[src/rtl/varredura_matriz.sv]
// varredura_matriz -- column-multiplexed driver for a 5x7 LED matrix.
//
// A 35-bit pattern is scanned one column at a time. Each column stays lit for
// DIV_COL cycles and is followed by one blank cycle, so that row data never
// changes while a column is still driven (anti-ghosting). A one-entry shadow
// buffer lets a new frame be queued while the current one is being displayed.
// The queued frame is swapped in only at the frame boundary, so the picture
// never tears. An optional blink gates the rows off every BLINK_FRAMES frames.
//
// Ports
//   clk          system clock, all logic on the rising edge
//   reset        synchronous, active-high reset
//   frame_in     pattern, bits [7c+6:7c] = rows 0..6 of column c, 1 = LED on
//   frame_valid  frame_in is valid this cycle
//   frame_ready  a frame is transferred when frame_valid && frame_ready at an edge
//   blink_en     enables blinking of the displayed frame
//   colunas      one-hot, active-high column select
//   linhas       active-low row drive for the selected column
//   frame_done   one-cycle pulse in the blank cycle that follows column 4
//
// Handshake: frame_valid/frame_ready follow strict valid/ready semantics. A
// transfer happens on every rising edge where both are high. frame_ready does
// not depend on frame_valid, and the source must hold frame_in stable while
// frame_valid is high and frame_ready is low.
module varredura_matriz #(
    parameter int DIV_COL      = 1000,
    parameter int BLINK_FRAMES = 50
) (
    input  logic        clk,
    input  logic        reset,
    input  logic [34:0] frame_in,
    input  logic        frame_valid,
    output logic        frame_ready,
    input  logic        blink_en,
    output logic [4:0]  colunas,
    output logic [6:0]  linhas,
    output logic        frame_done
);

    localparam int DW = (DIV_COL > 1) ? $clog2(DIV_COL) : 1;
    localparam int BW = (BLINK_FRAMES > 1) ? $clog2(BLINK_FRAMES) : 1;

    typedef enum logic [1:0] {
        IDLE  = 2'd0,
        SCAN  = 2'd1,
        BLANK = 2'd2
    } state_t;

    state_t      state_q, state_d;
    logic [2:0]  col_q, col_d;
    logic [DW-1:0] dwell_q, dwell_d;
    logic [34:0] active_q, active_d;
    logic [34:0] shadow_q, shadow_d;
    logic        shadow_full_q, shadow_full_d;
    logic [BW-1:0] blink_cnt_q, blink_cnt_d;
    logic        phase_q, phase_d;

    logic [6:0]  col_bits;
    logic        boundary;
    logic        accept;

    // Row pattern of the column currently being scanned.
    always_comb begin
        col_bits = 7'd0;
        case (col_q)
            3'd0:    col_bits = active_q[6:0];
            3'd1:    col_bits = active_q[13:7];
            3'd2:    col_bits = active_q[20:14];
            3'd3:    col_bits = active_q[27:21];
            3'd4:    col_bits = active_q[34:28];
            default: col_bits = 7'd0;
        endcase
    end

    always_comb begin
        state_d       = state_q;
        col_d         = col_q;
        dwell_d       = dwell_q;
        active_d      = active_q;
        shadow_d      = shadow_q;
        shadow_full_d = shadow_full_q;
        blink_cnt_d   = blink_cnt_q;
        phase_d       = phase_q;

        colunas     = 5'b00000;
        linhas      = 7'b1111111;
        frame_ready = 1'b0;
        frame_done  = 1'b0;

        boundary = (state_q == BLANK) && (col_q == 3'd4);
        accept   = 1'b0;

        case (state_q)
            IDLE: begin
                frame_ready = 1'b1;
                if (frame_valid) begin
                    // In IDLE nothing is on screen, so the frame goes straight to active.
                    active_d = frame_in;
                    state_d  = SCAN;
                    col_d    = 3'd0;
                    dwell_d  = '0;
                end
            end
            SCAN: begin
                colunas     = 5'b00001 << col_q;
                linhas      = (blink_en && phase_q) ? 7'b1111111 : ~col_bits;
                frame_ready = !shadow_full_q;
                accept      = frame_valid && frame_ready;
                if (dwell_q == DW'(DIV_COL - 1)) begin
                    state_d = BLANK;
                    dwell_d = '0;
                end else begin
                    dwell_d = dwell_q + 1'b1;
                end
            end
            BLANK: begin
                // At the frame boundary the shadow drains on this edge, so a new
                // frame may be taken in at the same time.
                frame_ready = !shadow_full_q || boundary;
                frame_done  = boundary;
                accept      = frame_valid && frame_ready;
                state_d     = SCAN;
                col_d       = boundary ? 3'd0 : col_q + 3'd1;
                if (boundary && shadow_full_q) begin
                    active_d      = shadow_q;
                    shadow_full_d = 1'b0;
                end
            end
            default: state_d = IDLE;
        endcase

        if (accept) begin
            shadow_d      = frame_in;
            shadow_full_d = 1'b1;
        end

        // Blink phase: disabled blink parks the counter so re-enable starts lit.
        if (!blink_en) begin
            blink_cnt_d = '0;
            phase_d     = 1'b0;
        end else if (frame_done) begin
            if (blink_cnt_q == BW'(BLINK_FRAMES - 1)) begin
                blink_cnt_d = '0;
                phase_d     = !phase_q;
            end else begin
                blink_cnt_d = blink_cnt_q + 1'b1;
            end
        end
    end

    always_ff @(posedge clk) begin
        if (reset) begin
            state_q       <= IDLE;
            col_q         <= 3'd0;
            dwell_q       <= '0;
            active_q      <= '0;
            shadow_q      <= '0;
            shadow_full_q <= 1'b0;
            blink_cnt_q   <= '0;
            phase_q       <= 1'b0;
        end else begin
            state_q       <= state_d;
            col_q         <= col_d;
            dwell_q       <= dwell_d;
            active_q      <= active_d;
            shadow_q      <= shadow_d;
            shadow_full_q <= shadow_full_d;
            blink_cnt_q   <= blink_cnt_d;
            phase_q       <= phase_d;
        end
    end

endmodule

[config.mk]
export PLATFORM = sky130hd
export DESIGN_NAME = varredura_matriz
export DESIGN_NICKNAME = d
export VERILOG_FILES = /design/src/rtl/varredura_matriz.sv
export SDC_FILE = /design/constraint.sdc
export NUM_CORES = 1
export LEC_CHECK = 0
export ABC_AREA = 1
export BUFFER_PORTS_ARGS = -buffer_cell sky130_fd_sc_hd__buf_2
export CORE_ASPECT_RATIO = 1.4
export CORE_MARGIN = 5
export CORE_UTILIZATION = 52
export DETAILED_ROUTE_END_ITERATION = 8
export GPL_TIMING_DRIVEN = 0
export PLACE_DENSITY = 0.74
export SLEW_MARGIN = 20
export SYNTH_ARGS = -nofsm -noshare
export SYNTH_HDL_FRONTEND = slang
export SYNTH_SLANG_ARGS = --single-unit
[constraint.sdc]
create_clock -name clk -period 1.6 [get_ports clk]
set_input_delay 0.24 -clock clk [delete_from_list [all_inputs] [get_ports clk]]
set_output_delay 0.24 -clock clk [all_outputs]
set_load 0.1 [all_outputs]
==> impl_metrics.toml <==
[final_layout]
fillCellCount = 634
area_growth_syn_to_layout_pct = 39.8
nets = 760
drive_gt1_share_pct = 29.8
n_antenna_cell = 0

[cts]
cts.sinks = 93
root_buffer = "clkbuf_16"
cts-htree-levels = 3
holdBufCountCts = 0
cts.path.max_buffers = 2
clk_latency_ns = 0.34
cts_tree = "yes"
path_clk_slew_ns = 0.07
cts_buffers = 9

[die]
rows = 40
start_util_pct = 52.6
ioPinCount = 53
core_mm2 = 0.00846
dieArea_mm2 = 0.0105
die_height_um = 119
die_w_um = 88.2

[worst_setup_path]
reg2reg_depth = 12
worstSetupPathType = "flip-flop to primary output"
reg2reg_setup_slack_ns = -0.28
r2r_start = "col_q[0]$_SDFFE_PP0P_"
crit_path_end_kind = "primary output"
cp_max_fo = 7
rr_endpoint = "blink_cnt_q[5]$_SDFFE_PP0P_"
critical_path_required_ns = 1.36
start_kind = "flip-flop"
arrival_ns = 1.91

[drt]
vias = 4479
drt_pre_antenna_iters = 5
ant_nets = 0
wirelength_um = 13400
remaining_drc_errors = 0
avgViaCountPerCell = 5.47
dr.first_iter.drc_count = 260
wl_per_cell_um = 16.4

[sta]
maxSlewHeadroom_pct = 68.1
rsz0062_at_grt = "yes"
fin_crit_ns = 2.15
max_freq_ghz = 0.466
setup_viol = 88
hold_viol = 0
skew_ns = 0.00732
worst_slew_pin_slew_ns = 0.478
period_share_pct = 134
tns_ns = -15.94
setup_ws_ns = -0.546
finalMaxSlewViolations = 0

[grt]
grt_max_degree = 16
grt_overflow_total = 0
grt_pass1_wl_um = 20700
antenna_found_initial = 0
grt_pass1_vias = 4581
track_usage_pct = 24.8

[synth]
yosysTopAreaCell = "dfxtp_1"
synth.area.top_cells = "dfxtp_1 42%, nand2_1 12%, nor2_1 8.3%"
synth_edf_count = 0
synth_top_family_by_area = "simple AND/OR/NAND/NOR gates"
synth.distinct_cells = 32
synthAdderAreaFrac_pct = 3.37
ys_seq_area_share_pct = 41.8
synthSimpleGateAreaFrac_pct = 28.0
yosys_register_bits = 93
synth-xor-area-share_pct = 0.984
synth_mux_area_share_pct = 0
synth_most_common_cell = "nand2_1"
synthDominantCellAreaShare_pct = 41.8
synth-async-reset-ratio_pct = 0
syn_area_mm2 = 0.00445
synth.top_cells.by_count = "140 x nand2_1, 99 x nor2_1, 93 x dfxtp_1"
postSynthAreaPerCell_um2 = 7.25
yosysWarnings = 0
syn_inst = 614
syn-num-nets = 665
synth_compound_area_share_pct = 16.9
synthFlopType = "dfxtp_1"

[min_path]
holdPathEnd = "shadow_q[14]$_SDFFE_PP0P_"
hold_class = "primary input to flip-flop"
whs_path_depth = 3
hold_start = "frame_in[14]"

[pwr]
p_leak_uw = 0.00285
power.density_mw_per_mm2 = 1380
ir_drop_v = 0.00121

[place]
gp_congestion = 0.854
post-place-ws_ns = -0.579
dp_hpwl_um = 8640
port_buffers = 51

[run_status]
violations = "setup timing"
status = "complete, but fails checks"

[run]
max_cap_viol_count = 0
-- worst max-delay path, stage by stage, from the launching register on --
cell and delay (ns):
dfxtp_4 0.37, inv_2 0.06, ha_1 0.19, nand2_2 0.13, nand3_2 0.10, o211ai_1 0.14
bufinv_8 0.29, o21ai_4 0.09, buf_12 0.19
-- state kept, by name, indices dropped and copies added, names as in the netlist --
signal and count:
active_q 35, blink_cnt_q 6, col_q 3, dwell_q 10, phase_q 1, shadow_full_q 1, shadow_q 35, state_q 2
-- layout make-up --
class | count | area (um^2) | share of cell area [%]
tap | 105 | 131 | 2.11
clock buffer | 11 | 253 | 4.06
buffer | 31 | 269 | 4.32
timing repair buffer | 86 | 813 | 13.1
multi-input combinational | 442 | 2590 | 41.7
clock inverter | 5 | 58.8 | 0.945
inverter | 46 | 228 | 3.66
sequential | 93 | 1880 | 30.1
-- kinds of logic after synthesis --
family	Yosys count
DFF	93
and+or+nand+nor	301
AOI/OAI and AO/OA	123
xor gates and xnor gates	5
adders and majority gates	12
buffers and inverters	80
-- worst max-delay path by stage --
stage,start,to,slack [ns],cells after the start
finish,col_q[1]$_SDFFE_PP0P_,linhas[4],-0.55,8
global route,col_q[1]$_SDFFE_PP0P_,linhas[1],-0.62,8
CTS,col_q[0]$_SDFFE_PP0P_,linhas[5],-0.53,8
detailed placement,col_q[0]$_SDFFE_PP0P_,linhas[6],-0.58,9
global placement,col_q[0]$_SDFFE_PP0P_,linhas[6],-0.58,9
floorplan,state_q[1]$_SDFFE_PP0P_,colunas[0],-0.25,5
-- per-layer routing --
metal	wire (um)	global-route usage [%]
met5	0	0
met4	411	12.0
met3	574	4.71
met2	7250	44.4
met1	5190	27.0
-- layout by cell type (no fill, tap or decap), types with 4 or more instances in the layout --
| master | Yosys | layout |
|---|---|---|
| ha_4 | 0 | 6 |
| nor2_2 | 1 | 9 |
| buf_4 | 5 | 26 |
| clkbuf_16 | 0 | 10 |
| a21oi_2 | 0 | 4 |
| ha_1 | 12 | 5 |
| inv_1 | 42 | 28 |
| nand3_1 | 46 | 39 |
| inv_4 | 1 | 6 |
| buf_12 | 0 | 16 |
| nand3_2 | 1 | 7 |
| o211a_1 | 24 | 24 |
| buf_6 | 9 | 15 |
| inv_2 | 3 | 5 |
| buf_8 | 0 | 6 |
| a21oi_1 | 24 | 19 |
| nor2_4 | 0 | 6 |
| o21ai_1 | 5 | 19 |
| o21ai_0 | 64 | 45 |
| nand2_2 | 4 | 8 |
| nand2_4 | 0 | 8 |
| clkinvlp_4 | 0 | 5 |
| nor2_1 | 99 | 85 |
| nand2_1 | 140 | 126 |
| o21ai_4 | 0 | 4 |
| dfxtp_1 | 93 | 88 |
| clkbuf_1 | 12 | 8 |
| buf_2 | 7 | 42 |
-- where the power goes --
| group | internal, uW | switching (uW) | leakage (uW) |
|---|---|---|---|
| logic | 1370 | 1950 | 0.00194 |
| clock network | 1300 | 925 | 0.000148 |
| registers | 2750 | 261 | 0.000765 |
| total | 5420 | 3140 | 0.00285 |
-- what timing repair did --
item                                    4_1_cts  5_1_grt
endpoints found under the setup margin       88      100
gates cloned                                  3        2
setup buffers                                23        8
pin swaps                                    17       15
gates resized for setup                     116       55
-- per-stage QoR --
stage / instances / hold WS (ns) / util, % / area, um^2 / power [uW]
floorplan: 614 / 0.375 / - / 4650 / 4850
global placement: 770 / 0.432 / 59.6 / 5040 / 5350
detailed placement: 770 / 0.436 / 59.6 / 5040 / 5410
CTS: 809 / 0.131 / 70.7 / 5980 / 8190
global route: 819 / 0.147 / 73.6 / 6220 / 8950
finish: 819 / 0.135 / 73.6 / 6220 / 8560
No activity file was read; power rests on OpenSTA's default activity.
